## src/rtl/dds_pkg.sv

```systemverilog
// Shared DDS definitions: NCO phase width and the sweep controller state encoding.
package dds_pkg;

    localparam int PHASE_W = 14;

    typedef enum logic [1:0] {
        ST_IDLE  = 2'd0,
        ST_LOAD  = 2'd1,
        ST_DWELL = 2'd2,
        ST_DONE  = 2'd3
    } sweep_state_e;

endpackage

```

## src/rtl/dds_dwell_cnt.sv

```systemverilog
// Loadable down-counter; tc is high while the count sits at zero.
module dds_dwell_cnt #(
    parameter int CW = 16
) (
    input  logic          clk,
    input  logic          rst_n,
    input  logic          load,
    input  logic          en,
    input  logic [CW-1:0] load_val,
    output logic          tc
);

    logic [CW-1:0] count;

    // NOTE: sequential state uses <= so every register samples pre-edge values.
    always_ff @(posedge clk or negedge rst_n) begin
        if (!rst_n) begin
            count <= '0;
        end else if (load) begin
            count <= load_val;
        end else if (en && (count != '0)) begin
            count <= count - CW'(1);
        end
    end

    assign tc = (count == '0);

endmodule

```

## src/rtl/dds_sweep_ctrl.sv

```systemverilog
// Linear up-chirp controller: steps the NCO phase increment from start to stop,
// holding each value for a programmable dwell, single-shot or auto-repeat.
module dds_sweep_ctrl
    import dds_pkg::*;
#(
    parameter int PW = PHASE_W,
    parameter int CW = 16
) (
    input  logic          I_clk,
    input  logic          I_rst_n,
    input  logic          I_start,
    input  logic          I_abort,
    input  logic          I_repeat,
    input  logic [PW-1:0] I_init_phase,
    input  logic [PW-1:0] I_start_inc,
    input  logic [PW-1:0] I_stop_inc,
    input  logic [PW-1:0] I_step_inc,
    input  logic [CW-1:0] I_dwell,
    output logic [PW-1:0] O_init_phase,
    output logic [PW-1:0] O_inc_phase,
    output logic          O_change_phase,
    output logic          O_busy,
    output logic          O_done
);

    sweep_state_e  state, state_nxt;

    logic [PW-1:0] cfg_init, cfg_start, cfg_stop, cfg_step;
    logic [CW-1:0] cfg_dwell_m1;

    logic          load_cfg;
    logic          cnt_load, cnt_en, cnt_tc;
    logic [CW-1:0] cnt_load_val;

    logic [PW-1:0] inc_nxt, init_nxt, next_inc;
    logic [PW:0]   sum;

    // The dwell counter holds the cycles remaining after the current one.
    function automatic logic [CW-1:0] dwell_m1(input logic [CW-1:0] d);
        return (d == '0) ? '0 : d - CW'(1);
    endfunction

    dds_dwell_cnt #(.CW(CW)) u_dwell_cnt (
        .clk      (I_clk),
        .rst_n    (I_rst_n),
        .load     (cnt_load),
        .en       (cnt_en),
        .load_val (cnt_load_val),
        .tc       (cnt_tc)
    );

    // Carry out or overshoot both clamp to stop, so the sweep never wraps.
    assign sum      = {1'b0, O_inc_phase} + {1'b0, cfg_step};
    assign next_inc = ((cfg_step == '0) || sum[PW] || (sum[PW-1:0] > cfg_stop))
                      ? cfg_stop : sum[PW-1:0];

    always_ff @(posedge I_clk or negedge I_rst_n) begin
        if (!I_rst_n) begin
            state <= ST_IDLE;
        end else begin
            state <= state_nxt;
        end
    end

    // NOTE: every signal gets a default first so no path leaves it unassigned (no latch).
    always_comb begin
        state_nxt    = state;
        load_cfg     = 1'b0;
        cnt_load     = 1'b0;
        cnt_en       = 1'b0;
        cnt_load_val = cfg_dwell_m1;
        inc_nxt      = O_inc_phase;
        init_nxt     = O_init_phase;

        if (I_abort) begin
            state_nxt = ST_IDLE;
        end else begin
            case (state)
                ST_IDLE: begin
                    if (I_start) begin
                        state_nxt    = ST_LOAD;
                        load_cfg     = 1'b1;
                        cnt_load     = 1'b1;
                        cnt_load_val = dwell_m1(I_dwell);
                        inc_nxt      = I_start_inc;
                        init_nxt     = I_init_phase;
                    end
                end
                ST_LOAD, ST_DWELL: begin
                    if (!cnt_tc) begin
                        state_nxt = ST_DWELL;
                        cnt_en    = 1'b1;
                    end else if (O_inc_phase >= cfg_stop) begin
                        state_nxt = ST_DONE;
                    end else begin
                        state_nxt = ST_DWELL;
                        cnt_load  = 1'b1;
                        inc_nxt   = next_inc;
                    end
                end
                ST_DONE: begin
                    if (I_repeat) begin
                        state_nxt = ST_LOAD;
                        cnt_load  = 1'b1;
                        inc_nxt   = cfg_start;
                        init_nxt  = cfg_init;
                    end else begin
                        state_nxt = ST_IDLE;
                    end
                end
                default: state_nxt = ST_IDLE;
            endcase
        end
    end

    always_ff @(posedge I_clk or negedge I_rst_n) begin
        if (!I_rst_n) begin
            cfg_init     <= '0;
            cfg_start    <= '0;
            cfg_stop     <= '0;
            cfg_step     <= '0;
            cfg_dwell_m1 <= '0;
        end else if (load_cfg) begin
            cfg_init     <= I_init_phase;
            cfg_start    <= I_start_inc;
            cfg_stop     <= I_stop_inc;
            cfg_step     <= I_step_inc;
            cfg_dwell_m1 <= dwell_m1(I_dwell);
        end
    end

    // Outputs are registered from the next-state decode, so they track the state exactly.
    always_ff @(posedge I_clk or negedge I_rst_n) begin
        if (!I_rst_n) begin
            O_init_phase   <= '0;
            O_inc_phase    <= '0;
            O_change_phase <= 1'b0;
            O_busy         <= 1'b0;
            O_done         <= 1'b0;
        end else begin
            O_init_phase   <= init_nxt;
            O_inc_phase    <= inc_nxt;
            O_change_phase <= (state_nxt == ST_LOAD);
            O_busy         <= (state_nxt != ST_IDLE);
            O_done         <= (state_nxt == ST_DONE);
        end
    end

endmodule

```

## config.mk

```make
export PLATFORM = sky130hd
export DESIGN_NAME = dds_sweep_ctrl
export DESIGN_NICKNAME = d
export VERILOG_FILES = /design/src/rtl/dds_pkg.sv /design/src/rtl/dds_dwell_cnt.sv /design/src/rtl/dds_sweep_ctrl.sv
export SDC_FILE = /design/constraint.sdc
export NUM_CORES = 1
export LEC_CHECK = 0
export BUFFER_PORTS_ARGS = -buffer_cell sky130_fd_sc_hd__buf_2
export CAP_MARGIN = 10
export CORE_UTILIZATION = 45
export DETAILED_ROUTE_END_ITERATION = 7
export PLACE_DENSITY = 0.69
export REMOVE_ABC_BUFFERS = 1
export SETUP_SLACK_MARGIN = 0.15
export SLEW_MARGIN = 10
export SYNTH_ARGS = -nofsm -noshare
export SYNTH_HDL_FRONTEND = slang
export SYNTH_SLANG_ARGS = --single-unit
```

## constraint.sdc

```tcl
create_clock -name I_clk -period 4.25 [get_ports I_clk]
set_clock_uncertainty 0.1 [all_clocks]
set_input_delay 0.425 -clock I_clk [delete_from_list [all_inputs] [get_ports I_clk]]
set_output_delay 0.425 -clock I_clk [all_outputs]
set_load 0.05 [all_outputs]
```

==> results.sh <==
export IMPL_drt_iter0_drc=337
export IMPL_critical_path_slowest_cell="dfrtp_1"
export IMPL_dr_pass1_iters=5
export IMPL_grt_ovfl_total=0
export IMPL_min_path_type="input pin to asynchronous set/reset pin"
export IMPL_nets=1009
export IMPL_drt_total_wl_mm=18.3
export IMPL_status="complete, no violations"
export IMPL_synthTopCellsByArea="dfrtp_1 (43%), ha_1 (8.4%), nand2_1 (7.0%)"
export IMPL_clk_pin_slew_worst_paths_ns=0.06
export IMPL_worst_pin_slew_ns=1.09
export IMPL_fmax_mhz=238
export IMPL_path_depth=17
export IMPL_cts_tree="yes"
export IMPL_crit_family="compound AO/OA/AOI/OAI gates"
export IMPL_clock_tree_root_cell="clkbuf_16"
export IMPL_hold_buffers=0
export IMPL_layout_drive_gt1_share_pct=31.3
export IMPL_fp_dieArea_um2=16100
export IMPL_yosysTopAreaCell="dfrtp_1"
export IMPL_grt_pass1_vias=5821
export IMPL_clock_sinks=121
export IMPL_cts_htree_levels=4
export IMPL_portBuffers=107
export IMPL_syn_to_final_growth_pct=26.7
export IMPL_vias=5888
export IMPL_grt_start_max_net_pins=69
export IMPL_start_util_pct=46.2
export IMPL_clock_latency_ns=0.43
export IMPL_ys_seq_elements=121
export IMPL_finalHoldViolCount=0
export IMPL_slew_headroom_pct=27.4
export IMPL_setup_violations=0
export IMPL_avgSynthCellArea_um2=9.52
export IMPL_final_antenna_net_count=0
export IMPL_wl_per_cell_um=16.9
export IMPL_fp_dieH_um=127
export IMPL_synthCells=738
export IMPL_rows=45
export IMPL_io_pins=108
export IMPL_drc=0
export IMPL_synthDistinctLibCells=60
export IMPL_reg2reg_depth=17
export IMPL_required_ns=4.43
export IMPL_synthArstFlopShare_pct=100
export IMPL_antenna_found_initial=2
export IMPL_grt_util_all_layers_pct=23.8
export IMPL_hpwlAfterDp_mm=12.5
export IMPL_diodes=0
export IMPL_rsz0062_at_grt="true"
export IMPL_path_cells="ha_1, buf_4, nand3_2, o2111ai_2, a211o_1, a311oi_2, xnor2_1, ha_1, and3_4, and3_4, o31ai_4, nand3_2, a221oi_4, buf_6, mux2_4, a221oi_2, o31ai_2"
export IMPL_clk_path_buf_depth=2
export IMPL_core_area_um2=15200
export IMPL_slew_violations=0
export IMPL_grt_pass1_wl_mm=29.6
export IMPL_synth_most_common_cell="nand2_1"
export IMPL_cpPeakStageDelay_ns=0.39
export IMPL_synthesis_area_um2=7030
export IMPL_ys_warn_count=0
export IMPL_viasPerCell=5.43
export IMPL_cp_end_kind="register"
export IMPL_cap_violations=0
export IMPL_arrival_ns=4.38
export IMPL_timing_hold_ws_ns=0.0170
export IMPL_synth_edf_count=0
export IMPL_cts_buffers=17
export IMPL_critPathLaunchType="register"
export IMPL_gp_congestion=0.901
export IMPL_crit_path_max_fanout=5
export IMPL_crit_type="register to register"
export IMPL_yosysSeqAreaShare_pct=43.1
export IMPL_die_w_um=127
export IMPL_ys_flop_type="dfrtp_1"
export IMPL_period_share_pct=98.8
export IMPL_yosys_area_top_type_share_pct=43.1
export IMPL_period_needed_ns=4.20
export IMPL_netlist_top_cells_count="nand2_1 (132), dfrtp_1 (121), nor2_1 (58)"
export IMPL_critical_path_buf_inv_count=2
cells by family after synthesis:
group	Yosys count	share of synthesized area, %
flip-flops	121	43.1
adder cells (fa/ha/maj)	48	8.65
buffers and inverters	66	3.92
AO/OA/AOI/OAI	151	14.6
multiplexers	56	8.67
XOR/XNOR	36	4.49
AND/OR/NAND/NOR	260	16.6
layout make-up:
| cell class | count | area [um^2] |
|---|---|---|
| fill | 1320 | 6290 |
| multi-input combinational | 551 | 3990 |
| sequential | 121 | 3030 |
| timing repair buffer | 158 | 936 |
| clock buffer | 19 | 453 |
| tap | 188 | 235 |
| clock inverter | 13 | 134 |
| inverter | 35 | 131 |
path summary, 6_finish.rpt:
check                                startpoint               to  slack, ns
worst max-delay path                cfg_step[2]   O_inc_phase[6]       0.05
worst min-delay path                    I_rst_n      cfg_stop[3]       0.02
worst max register to register      cfg_step[2]   O_inc_phase[6]       0.05
worst min register to register  cfg_dwell_m1[4]  cfg_dwell_m1[4]       0.38
max in group asynchronous               I_rst_n      cfg_stop[9]       3.13
min in group I_clk                I_step_inc[4]      cfg_step[4]       0.09
cell usage in the layout, fill, tap and decap left out, drive strengths merged, types with 9 or more instances in the layout:
master | Yosys | routed
nor2 | 58 | 58
nor3 | 15 | 15
nor4 | 10 | 10
mux2 | 39 | 39
nand2 | 132 | 132
clkbuf | 23 | 19
xnor2 | 21 | 21
nand3 | 9 | 9
ha | 47 | 47
mux2i | 17 | 17
o31ai | 22 | 22
xor2 | 15 | 15
o21ai | 35 | 35
a221oi | 9 | 9
a21oi | 47 | 47
buf | 8 | 158
inv | 35 | 41
dfrtp | 121 | 121
per-layer routing:
layer / track usage [%] / share of wire (%)
met3: 5.78 / 4.8
met4: 9.31 / 2.1
met5: 0 / 0.13
met1: 30.5 / 44
met2: 38.9 / 49
through the flow:
step	util [%]	cell area (um^2)	worst slack [ns]	std cells	TNS, ns
6_report	58.6	8910	0.0516	1085	0
5_1_grt	58.6	8910	-0.118	1085	-0.644
4_1_cts	57.1	8690	0.0996	1077	0
3_5_place_dp	52.2	7940	-0.118	1038	-0.611
3_3_place_gp	52.2	7940	0.0184	1038	0
2_1_floorplan	-	6890	-0.407	707	-3.86
repair_timing:
item | 4_1_cts | 5_1_grt
setup endpoints to repair | 14 | 14
resized for setup | 23 | 29
pin swaps | 23 | 33
buffers inserted | 7 | 8
sequential cells by signal, summed over array words and instances, names as in the netlist:
register,cells
cfg_step,14
O_done,1
O_init_phase,14
O_busy,1
O_inc_phase,14
cfg_dwell_m1,16
u_dwell_cnt.count,16
cfg_stop,14
cfg_start,14
cfg_init,14
O_change_phase,1
state,2
Power is not shown: default switching activity piles up to over one toggle a cycle in this logic, so the estimate is an artifact.
